===== config.mk =====
export PLATFORM = sky130hd
export DESIGN_NAME = hazard_unit_mc
export DESIGN_NICKNAME = d
export VERILOG_FILES = /design/src/rtl/hazard_unit_mc.sv
export SDC_FILE = /design/constraint.sdc
export NUM_CORES = 1
export LEC_CHECK = 0
export CORE_ASPECT_RATIO = 1.4
export CORE_UTILIZATION = 38
export DETAILED_ROUTE_END_ITERATION = 8
export GPL_TIMING_DRIVEN = 0
export PLACE_DENSITY_LB_ADDON = 0.1
export SYNTH_ARGS = -nofsm -noshare
export SYNTH_HDL_FRONTEND = slang
export SYNTH_SLANG_ARGS = --single-unit
export TNS_END_PERCENT = 1

===== constraint.sdc =====
create_clock -name i_clock -period 2.2 [get_ports i_clock]
set_clock_uncertainty 0.15 [all_clocks]
set_input_delay 0.55 -clock i_clock [delete_from_list [all_inputs] [get_ports i_clock]]
set_output_delay 0.55 -clock i_clock [all_outputs]
set_load 0.01 [all_outputs]

===== src/rtl/hazard_unit_mc.sv =====
// -----------------------------------------------------------------------------
// hazard_unit_mc
//
// Hazard and forwarding controller for a 5-stage MIPS pipeline. It sits beside
// the ID/EX stage and decides, every cycle, whether the front of the pipe
// advances, stalls, or is flushed. It also selects the EX operand bypass
// sources.
//
// It handles four things:
//   * a multi-cycle EX unit (MULT/DIV class) that occupies EX for MC_LAT
//     cycles and freezes PC, IF/ID and ID/EX while it runs;
//   * load-use hazards, plus all EX/MEM RAW hazards when forwarding is off;
//   * taken-branch flush of IF/ID and ID/EX;
//   * a saturating count of stall cycles.
//
// Parameters
//   AW      register address width
//   MC_LAT  cycles a multi-cycle op occupies EX (2..255)
//   FWD_EN  1 = forwarding mode, 0 = stall-only mode
//   CNT_W   width of the stall performance counter
//
// Ports
//   i_clock                      pipeline clock, rising edge
//   i_reset_n                    asynchronous active-low reset
//   i_ifid_rs/_rt, i_ifid_uses_rt  sources of the instruction in ID
//   i_idex_rs/_rt/_rd            sources and destination of the EX instruction
//   i_idex_memread/_regwrite/_mc EX instruction: load / writes reg / multi-cycle
//   i_exmem_rd, i_memwb_rd       destinations in MEM and WB
//   i_exmem_regwrite, i_memwb_regwrite  write enables in MEM and WB
//   i_branch_taken               branch resolved taken in EX
//   o_pc_write, o_ifid_write, o_idex_write  stage register enables
//   o_idex_bubble, o_exmem_bubble  load a NOP into ID/EX or EX/MEM
//   o_ifid_flush                 clear IF/ID
//   o_bypass_a, o_bypass_b       00 regfile, 01 MEM/WB, 10 EX/MEM
//   o_mc_busy, o_mc_done         multi-cycle op stalling / completing
//   o_stall_cycles               saturating stall-cycle count
// -----------------------------------------------------------------------------
module hazard_unit_mc #(
    parameter int AW     = 5,
    parameter int MC_LAT = 4,
    parameter int FWD_EN = 1,
    parameter int CNT_W  = 16
) (
    input  logic             i_clock,
    input  logic             i_reset_n,
    input  logic [AW-1:0]    i_ifid_rs,
    input  logic [AW-1:0]    i_ifid_rt,
    input  logic             i_ifid_uses_rt,
    input  logic [AW-1:0]    i_idex_rs,
    input  logic [AW-1:0]    i_idex_rt,
    input  logic [AW-1:0]    i_idex_rd,
    input  logic             i_idex_memread,
    input  logic             i_idex_regwrite,
    input  logic             i_idex_mc,
    input  logic [AW-1:0]    i_exmem_rd,
    input  logic [AW-1:0]    i_memwb_rd,
    input  logic             i_exmem_regwrite,
    input  logic             i_memwb_regwrite,
    input  logic             i_branch_taken,
    output logic             o_pc_write,
    output logic             o_ifid_write,
    output logic             o_idex_write,
    output logic             o_idex_bubble,
    output logic             o_exmem_bubble,
    output logic             o_ifid_flush,
    output logic [1:0]       o_bypass_a,
    output logic [1:0]       o_bypass_b,
    output logic             o_mc_busy,
    output logic             o_mc_done,
    output logic [CNT_W-1:0] o_stall_cycles
);

    typedef enum logic {
        S_IDLE = 1'b0,
        S_BUSY = 1'b1
    } state_t;

    // The first stall cycle is spent in IDLE, and the final (done) cycle is
    // spent in BUSY with cnt==0. That leaves MC_LAT-2 countdown steps.
    localparam logic [7:0] MC_LOAD = 8'(MC_LAT - 2);

    state_t           r_state;
    logic [7:0]       r_cnt;
    logic [CNT_W-1:0] r_stall_cycles;

    logic w_mc_stall;
    logic w_mc_done;
    logic w_load_use;
    logic w_raw_nofwd;
    logic w_data_hazard;
    logic w_data_stall;
    logic w_count_stall;

    // ID instruction reads register rd (register 0 is never a hazard source).
    function automatic logic f_id_reads(
        input logic [AW-1:0] rd,
        input logic [AW-1:0] rs,
        input logic [AW-1:0] rt,
        input logic          uses_rt
    );
        return (rd != '0) && ((rd == rs) || (uses_rt && (rd == rt)));
    endfunction

    // ---------------------------------------------------------------------
    // Multi-cycle sequencer
    // ---------------------------------------------------------------------
    // Gating with i_reset_n releases the stall in the same cycle that reset
    // is asserted, even if the EX stage still shows a multi-cycle op.
    assign w_mc_stall = i_reset_n &&
                        (((r_state == S_IDLE) && i_idex_mc) ||
                         ((r_state == S_BUSY) && (r_cnt != 8'd0)));
    assign w_mc_done  = i_reset_n && (r_state == S_BUSY) && (r_cnt == 8'd0);

    always_ff @(posedge i_clock or negedge i_reset_n) begin
        if (!i_reset_n) begin
            r_state <= S_IDLE;
            r_cnt   <= 8'd0;
        end else begin
            case (r_state)
                S_IDLE: begin
                    if (i_idex_mc) begin
                        r_cnt   <= MC_LOAD;
                        r_state <= S_BUSY;
                    end
                end
                S_BUSY: begin
                    // idex_mc is not looked at here: on the done cycle the op
                    // is leaving EX, so a following op starts from IDLE.
                    if (r_cnt != 8'd0) begin
                        r_cnt <= r_cnt - 8'd1;
                    end else begin
                        r_state <= S_IDLE;
                    end
                end
                default: begin
                    r_state <= S_IDLE;
                    r_cnt   <= 8'd0;
                end
            endcase
        end
    end

    // ---------------------------------------------------------------------
    // Data hazard detection
    // ---------------------------------------------------------------------
    assign w_load_use = i_idex_memread && i_idex_regwrite &&
                        f_id_reads(i_idex_rd, i_ifid_rs, i_ifid_rt, i_ifid_uses_rt);

    generate
        if (FWD_EN != 0) begin : g_fwd_haz
            assign w_raw_nofwd = 1'b0;
        end else begin : g_nofwd_haz
            // No forwarding: the ID instruction must wait until the producer
            // reaches WB. MEM/WB is not checked because the regfile writes in
            // the first half-cycle and reads in the second half.
            assign w_raw_nofwd =
                (i_idex_regwrite &&
                 f_id_reads(i_idex_rd, i_ifid_rs, i_ifid_rt, i_ifid_uses_rt)) ||
                (i_exmem_regwrite &&
                 f_id_reads(i_exmem_rd, i_ifid_rs, i_ifid_rt, i_ifid_uses_rt));
        end
    endgenerate

    assign w_data_hazard = w_load_use || w_raw_nofwd;
    // A taken branch flushes the dependent instruction, so the stall is
    // dropped rather than taken.
    assign w_data_stall  = w_data_hazard && !w_mc_stall && !i_branch_taken;
    assign w_count_stall = w_mc_stall || w_data_stall;

    // ---------------------------------------------------------------------
    // Pipeline control: mc_stall > branch > data stall > normal
    // ---------------------------------------------------------------------
    always_comb begin
        o_pc_write     = 1'b1;
        o_ifid_write   = 1'b1;
        o_idex_write   = 1'b1;
        o_idex_bubble  = 1'b0;
        o_exmem_bubble = 1'b0;
        o_ifid_flush   = 1'b0;
        if (w_mc_stall) begin
            // Hold the op in EX and feed NOPs downstream.
            o_pc_write     = 1'b0;
            o_ifid_write   = 1'b0;
            o_idex_write   = 1'b0;
            o_exmem_bubble = 1'b1;
        end else if (i_branch_taken) begin
            o_ifid_flush  = 1'b1;
            o_idex_bubble = 1'b1;
        end else if (w_data_hazard) begin
            o_pc_write    = 1'b0;
            o_ifid_write  = 1'b0;
            o_idex_bubble = 1'b1;
        end
    end

    assign o_mc_busy = w_mc_stall;
    assign o_mc_done = w_mc_done;

    // ---------------------------------------------------------------------
    // Operand bypass (index 0 = A on idex_rs, 1 = B on idex_rt)
    // ---------------------------------------------------------------------
    logic [AW-1:0] w_ex_src [2];
    logic [1:0]    w_bypass [2];

    assign w_ex_src[0] = i_idex_rs;
    assign w_ex_src[1] = i_idex_rt;

    genvar gi;
    generate
        for (gi = 0; gi < 2; gi++) begin : g_bypass
            if (FWD_EN != 0) begin : g_on
                // EX/MEM holds the younger result, so it wins over MEM/WB.
                always_comb begin
                    w_bypass[gi] = 2'b00;
                    if (i_exmem_regwrite && (i_exmem_rd != '0) &&
                        (i_exmem_rd == w_ex_src[gi])) begin
                        w_bypass[gi] = 2'b10;
                    end else if (i_memwb_regwrite && (i_memwb_rd != '0) &&
                                 (i_memwb_rd == w_ex_src[gi])) begin
                        w_bypass[gi] = 2'b01;
                    end
                end
            end else begin : g_off
                assign w_bypass[gi] = 2'b00;
            end
        end
    endgenerate

    assign o_bypass_a = w_bypass[0];
    assign o_bypass_b = w_bypass[1];

    // ---------------------------------------------------------------------
    // Saturating stall-cycle counter
    // ---------------------------------------------------------------------
    always_ff @(posedge i_clock or negedge i_reset_n) begin
        if (!i_reset_n) begin
            r_stall_cycles <= '0;
        end else if (w_count_stall && (r_stall_cycles != '1)) begin
            r_stall_cycles <= r_stall_cycles + CNT_W'(1);
        end
    end

    assign o_stall_cycles = r_stall_cycles;

endmodule


Yosys cells after proc, flatten, opt, wreduce, memory -nomap -nowiden

Cells that the tools add are included.
Widths: inputs -> output; s select.

$add $sub $neg: 2
Eq/ne operators: 9
Muxes and demuxes: 20
Bitwise logic cells: 1
Reduce and logical (&&, ||, !) cells: 29

Operator list:

| kind                  | count |
|---|---|
| $eq 5x5->1            | 6 |
| $logic_and 1x1->1     | 18 |
| $add 16x1->16 const B | 1 |
| $mux 8                | 2 |
| $ne 16x16->1 const B  | 1 |
| $pmux 8 s2            | 1 |
| $reduce_bool 5->1     | 3 |
| $mux 1                | 14 |
| $logic_not 8->1       | 1 |
| $reduce_bool 8->1     | 1 |
| $sub 8x1->8 const B   | 1 |
| $mux 2                | 2 |
| $logic_or 1x1->1      | 3 |
| $logic_not 1->1       | 2 |
| $ne 2x1->1 const B    | 1 |
| $ne 2x2->1 const B    | 1 |
| $pmux 1 s2            | 1 |
| $reduce_and 2->1      | 1 |
| $not 1->1             | 1 |

Register bits after elaboration: 25
Bits of input ports: 44
Output and inout port bits: 28

Longest topological paths before layout

Gate-level depths: netlist of run 1.

Depth in word-level cells: 9
Mapped depth: 9
Depth with buffers taken out: 8

Worst setup path before layout of run 1

OpenSTA, ideal clock, no wires.

Path kind: input to output
Start point: in i_exmem_rd[1]
End point: out o_bypass_a[0]
Data arrival time: 1.789 ns
Data required time: 1.500 ns
Path slack: -0.289 ns
Stages on the path: 4
Path buffers: 0
Cell sequence: or4_1 > o21ai_1 > nor4_1 > nor4_1

Longest elaborated chain between the ends: 4

Ends and longest elaborated chain:

| element               | line | text |
|---|---|---|
| start, declared       | 55   | `input logic [AW-1:0] i_exmem_rd,` |
| $reduce_bool 5->1     | 215  | `if (i_exmem_regwrite && (i_exmem_rd != '0) &&` |
| $logic_and 1x1->1     | 215  |  |
| $logic_and 1x1->1 (*) | 215  |  |
| $mux 2 (*)            | 215  |  |
| end, declared         | 66   | `output logic [1:0] o_bypass_a,` |

Mark *: on every way between the ends. The rest lies on a longest branch, timed or not.

Final worst setup path of run 1

Start point: in i_exmem_rd[4]
End point: out o_bypass_a[0]

Same word-level chain as after synthesis.

==> flow_metrics.env, run 1 <==
export IMPL_synthArstFlopShare_pct=100
export IMPL_cp_slowest_cell="or4_4"
export IMPL_vias=1532
export IMPL_synthCells=167
export IMPL_fmax_mhz=393
export IMPL_synth_area_mm2=0.00165
export IMPL_crit_fanout=3
export IMPL_antenna_found_initial=0
export IMPL_drc=13
export IMPL_drtIter0Drc=42
export IMPL_h_tree_depth=1
export IMPL_die_area_mm2=0.00461
export IMPL_worst_pin_slew_ps=605
export IMPL_p_leak_nw=1.12
export IMPL_violations="DRC, setup timing"
export IMPL_clk_pin_slew_ps=80
export IMPL_start_util_pct=39.2
export IMPL_fp_dieH_um=79.9
export IMPL_rows=28
export IMPL_synth_most_common_cell="xnor2_1"
export IMPL_ys_seq_area_share_pct=37.9
export IMPL_syn_area_per_cell_um2=9.87
export IMPL_area_growth_pct=57.7
export IMPL_start_kind="input port"
export IMPL_cp_top_family="simple AND/OR/NAND/NOR gates"
export IMPL_synthTopCellsByArea="dfrtp_1 38%, xnor2_1 16%, xor2_1 11%, nand3_1 3.6%, nor2_1 3.2%"
export IMPL_grt_overflow_total=0
export IMPL_cp_end_kind="output port"
export IMPL_cts_tree="built"
export IMPL_synth_nets=214
export IMPL_dp_cells=283
export IMPL_ys_types=36
export IMPL_setup_tns_ps=-2800
export IMPL_core_area_mm2=0.00420
export IMPL_clock_sinks=25
export IMPL_cts_hold_buf=0
export IMPL_crit_required_ps=1500
export IMPL_ys_flop_type="dfrtp_1"
export IMPL_synth_top_area_share_pct=37.9
export IMPL_rsz0062_at_grt="true"
export IMPL_synth_edf_count=0
export IMPL_vias_per_cell=5.12
export IMPL_io_buffers=71
export IMPL_num_antenna_cells=0
export IMPL_cts_buffers=3
export IMPL_final_layout_size_suffix_gt1_share_pct=32.3
export IMPL_p_total_w=0.00193
export IMPL_root_buffer="clkbuf_8"
export IMPL_hp_class="input port to asynchronous set/reset pin"
export IMPL_powerDensity_mw_per_mm2=742
export IMPL_max_stage_delay_ps=540
export IMPL_cts_buffer_depth=2
export IMPL_outcome="finished with violations"
export IMPL_worst_path_buf_inv=3
export IMPL_period_share_pct=116
export IMPL_grt_max_degree=28
export IMPL_track_usage_pct=18.9
export IMPL_clk_latency_ps=270
export IMPL_fin_ws_ps=-345
export IMPL_slew_headroom_pct=59.7
export IMPL_synth_common_cells="31 x xnor2_1, 25 x dfrtp_1, 20 x xor2_1"
export IMPL_gp_congestion=0.759
export IMPL_setup_viol=14
export IMPL_ant_nets=0
export IMPL_hold_violations=0
export IMPL_pin_count=72
export IMPL_slew_viol_final=0
export IMPL_crit_type="input port to output port"
export IMPL_fin_util_pct=61.9
export IMPL_worstPathArrival_ps=1840
export IMPL_dieWidth_um=57.7
export IMPL_dpl_hpwl_um=3020
export IMPL_whs_ps=130
export IMPL_yosys_area_top_type="dfrtp_1"
export IMPL_fin_cells=299
export IMPL_wl_um=4210
export IMPL_maxCapViolations=0
export IMPL_period_minus_slack_ps=2540
export IMPL_wl_per_cell_um=14.1
export IMPL_ys_seq_elements=25
export IMPL_ir_drop_mv=0.621
export IMPL_ys_warn_count=0
export IMPL_grt_pass1_vias=1479
export IMPL_critical_path_cell_chain="buf_8 -> or4_4 -> o21ai_4 -> buf_6 -> nor4_4 -> nor4_2 -> buf_2"
export IMPL_first_pass_iters=6
export IMPL_final_nets=302
export IMPL_grt_pass1_wl_um=6780
-- logic make-up after synthesis --
kind of cell,synth area share (%)
AO/OA/AOI/OAI,5.69
XOR/XNOR,27.1
adder cells (fa/ha/maj),2.28
buffers and inverters,2.96
flip-flops,37.9
multiplexers,1.29
AND/OR/NAND/NOR,22.8
-- layout make-up --
type / instances / area (um^2)
clock buffer: 3 / 41.3
clock inverter: 1 / 5.00
timing repair buffer: 83 / 702
tap: 45 / 56.3
sequential: 25 / 628
fill: 389 / 1600
buffer: 4 / 33.8
multi-input combinational: 133 / 1120
inverter: 5 / 18.8
-- power breakdown --
group,internal [W],total [W],switching [W]
Combinational,0.000488,0.000869,0.000381
Clock,0.000127,0.000272,0.000146
Sequential,0.000602,0.000788,0.000186
-- layer usage --
metal / track usage (%) / vias up / wire length, um
met5: 0 / - / 0
met4: 6.90 / 0 / 65
met3: 3.89 / 6 / 376
met2: 33.1 / 66 / 2000
met1: 22.4 / 709 / 1770
li1: - / 751 / -
-- through the flow --
| step | setup slack, ps | cell area [um^2] |
|---|---|---|
| after CTS | -400 | 2530 |
| final | -345 | 2600 |
| after detailed placement | -1430 | 2430 |
| after global routing | -415 | 2600 |
| after global placement | -1410 | 2430 |
| after floorplan | -208 | 1660 |
-- final timing paths --
| path | start | end | slack, ps | cells past startpoint |
|---|---|---|---|---|
| max in group asynchronous | i_reset_n | r_cnt[4] | 1340 | 1 |
| min | i_reset_n | r_cnt[1] | 130 | 1 |
| max | i_exmem_rd[4] | o_bypass_a[0] | -340 | 7 |
| max reg2reg | r_cnt[0] | o_stall_cycles[14] | 20 | 9 |
| min in group i_clock | o_stall_cycles[10] | o_stall_cycles[10] | 360 | 1 |
| min reg2reg | o_stall_cycles[10] | o_stall_cycles[10] | 360 | 1 |
-- state kept, by name (all words and copies together), names as in the netlist --
signal and count:
o_stall_cycles 16, r_state 1, r_cnt 8
-- what timing repair did --
action                     in CTS  in global routing
pin swaps                      27                 11
resized for setup             174                 11
setup endpoints to repair      28                 22
setup buffers                   8                  4
-- worst reg2reg max path, cell delays in order, from the launching register on --
cell and delay, ps:
dfrtp_1 400, inv_2 70, ha_4 150, nor3b_4 150
a31oi_4 210, nand2_2 100, o2bb2ai_2 380, buf_6 200
nand4_1 110, xnor2_1 140
-- cell usage in the layout (no fill, tap or decap), types with 2 or more instances in the layout --
cell / count
and3_1: 4
buf_2: 22
buf_4: 10
buf_6: 10
buf_8: 2
clkbuf_8: 3
clkdlybuf4s15_1: 2
clkdlybuf4s15_2: 2
clkdlybuf4s50_1: 23
dfrtp_1: 23
dfrtp_2: 2
dlygate4sd2_1: 15
ha_1: 2
inv_1: 2
inv_2: 3
nand2_1: 11
nand3_1: 12
nand4_1: 7
nor2_1: 10
nor2_2: 3
nor2_4: 2
nor3_1: 2
nor4_2: 2
nor4_4: 3
or4_4: 5
xnor2_1: 31
xor2_1: 20
Note: power is estimated with default switching activity, not from simulation.
==> run 2: changes to the inputs <==
--- a/config.mk
+++ b/config.mk
@@ -10,6 +10,7 @@
 export DETAILED_ROUTE_END_ITERATION = 8
 export GPL_TIMING_DRIVEN = 0
 export PLACE_DENSITY_LB_ADDON = 0.1
+export SKIP_CTS_REPAIR_TIMING = 1
 export SYNTH_ARGS = -nofsm -noshare
 export SYNTH_HDL_FRONTEND = slang
 export SYNTH_SLANG_ARGS = --single-unit
==> run 2 against run 1 <==
  * The run still ends with DRC, setup timing left
  * Critical path depth is 1 higher
  * Die area stayed put
  * Global-route usage is 0.81 points lower
  * Combinational power is 3.0% lower
  * Core utilization is 1.7 points higher
  * Worst setup slack worse by 98 ps
  * Critical endpoint is now o_pc_write
==> flow_metrics.env, run 2 (synthesized netlist as in run 1, its figures left out) <==
export IMPL_cp_slowest_cell="or4_4"
export IMPL_fmax_mhz=378
export IMPL_outcome="finished with violations"
export IMPL_powerDensity_mw_per_mm2=712
export IMPL_num_antenna_cells=0
export IMPL_p_total_w=0.00190
export IMPL_slew_viol_final=0
export IMPL_period_share_pct=120
export IMPL_fillers=374
export IMPL_setup_viol=11
export IMPL_final_common_cell="xnor2_1"
export IMPL_grt_overflow_total=0
export IMPL_p_leak_nw=1.30
export IMPL_rsz0062_at_grt="true"
export IMPL_cts_tree="built"
export IMPL_pin_count=72
export IMPL_fin_ws_ps=-443
export IMPL_pre_cts_ws_ps=-1430
export IMPL_cts_buffer_depth=2
export IMPL_max_stage_delay_ps=540
export IMPL_start_kind="input port"
export IMPL_mostFrequentLayoutCells="31 x xnor2_1, 25 x dlymetal6s2s_1, 24 x clkdlybuf4s50_1, 24 x dfrtp_1, 20 x xor2_1"
export IMPL_ir_drop_mv=0.623
export IMPL_fin_cells=293
export IMPL_hold_violations=0
export IMPL_cts_buffers=3
export IMPL_vias_per_cell=5.06
export IMPL_start_util_pct=39.2
export IMPL_rows=28
export IMPL_final_layout_size_suffix_gt1_share_pct=25.8
export IMPL_drtIter0Drc=47
export IMPL_maxCapViolations=0
export IMPL_period_minus_slack_ps=2640
export IMPL_clock_sinks=25
export IMPL_cp_end_kind="output port"
export IMPL_gp_congestion=0.759
export IMPL_ant_nets=0
export IMPL_fin_area_mm2=0.00267
export IMPL_drc=13
export IMPL_grt_max_degree=28
export IMPL_core_area_mm2=0.00420
export IMPL_area_growth_pct=62.0
export IMPL_worst_pin_slew_ps=699
export IMPL_h_tree_depth=1
export IMPL_clk_pin_slew_ps=80
export IMPL_dpl_hpwl_um=3020
export IMPL_vias=1483
export IMPL_largest_register_ffs=16
export IMPL_crit_fanout=3
export IMPL_fp_dieH_um=79.9
export IMPL_worstPathArrival_ps=1940
export IMPL_dp_cells=283
export IMPL_setup_tns_ps=-3110
export IMPL_dpl_instance_area_mm2=0.00243
export IMPL_wl_um=4180
export IMPL_hp_class="input port to asynchronous set/reset pin"
export IMPL_grt_pass1_vias=1452
export IMPL_first_pass_iters=6
export IMPL_critical_path_cell_chain="buf_8 -> or4_4 -> o211ai_4 -> nand2b_4 -> nor2_4 -> nor2_2 -> buf_4 -> buf_6"
export IMPL_final_nets=296
export IMPL_track_usage_pct=18.1
export IMPL_die_area_mm2=0.00461
export IMPL_grt_pass1_wl_um=6560
export IMPL_wl_per_cell_um=14.3
export IMPL_dieWidth_um=57.7
export IMPL_crit_type="input port to output port"
export IMPL_violations="DRC, setup timing"
export IMPL_slew_headroom_pct=53.4
export IMPL_clk_latency_ps=270
export IMPL_io_buffers=71
export IMPL_crit_required_ps=1500
export IMPL_antenna_found_initial=0
export IMPL_root_buffer="clkbuf_8"
[run 2: path summary, 6_finish.rpt]
path,from,end,slack (ps),depth (start not counted)
worst max-delay path,i_idex_rd[3],o_pc_write,-440,8
worst min-delay path,i_reset_n,o_stall_cycles[5],160,1
worst max register to register,o_stall_cycles[7],o_stall_cycles[14],100,7
worst min register to register,o_stall_cycles[10],o_stall_cycles[10],360,1
max in group asynchronous,i_reset_n,r_cnt[5],1250,1
min in group i_clock,o_stall_cycles[10],o_stall_cycles[10],360,1
[run 2: metrics by stage]
stage	util [%]	hold WS [ps]
detailed placement	57.8	345
global placement	57.8	344
finish	63.5	164
floorplan	-	104
CTS	58.9	358
global route	63.5	208
[run 2: routing by layer]
metal  vias up  routed length, um  track usage (%)
met1       679               1770             22.0
met5         -                  0                0
met2        64               2000             31.0
met3         2                387             3.89
met4         0                 25             6.43
li1        738                  -                -
[run 2: worst max-delay path: cells and delay by family]
kind | cells | cell delay (ps)
simple gates | 4 | 860
buf+inv | 3 | 300
compound gates | 1 | 220
[run 2: layout make-up]
class / instances / area (um^2) / share of cell area [%]
multi-input cells: 133 / 1140 / 42.7
well taps: 45 / 56.3 / 2.11
inverters: 5 / 21.3 / 0.796
clock buffers: 3 / 41.3 / 1.55
flip-flops and latches: 25 / 627 / 23.5
repair buffers: 77 / 747 / 28.0
clock inverters: 1 / 5.00 / 0.187
plain buffers: 4 / 33.8 / 1.26
[run 2: power by group]
group / switching, W / leakage [nW] / total, W / internal, W
sequential: 0.000187 / 0.317 / 0.000788 / 0.000600
clock: 0.000145 / 0.0255 / 0.000271 / 0.000127
combinational: 0.000378 / 0.960 / 0.000843 / 0.000465
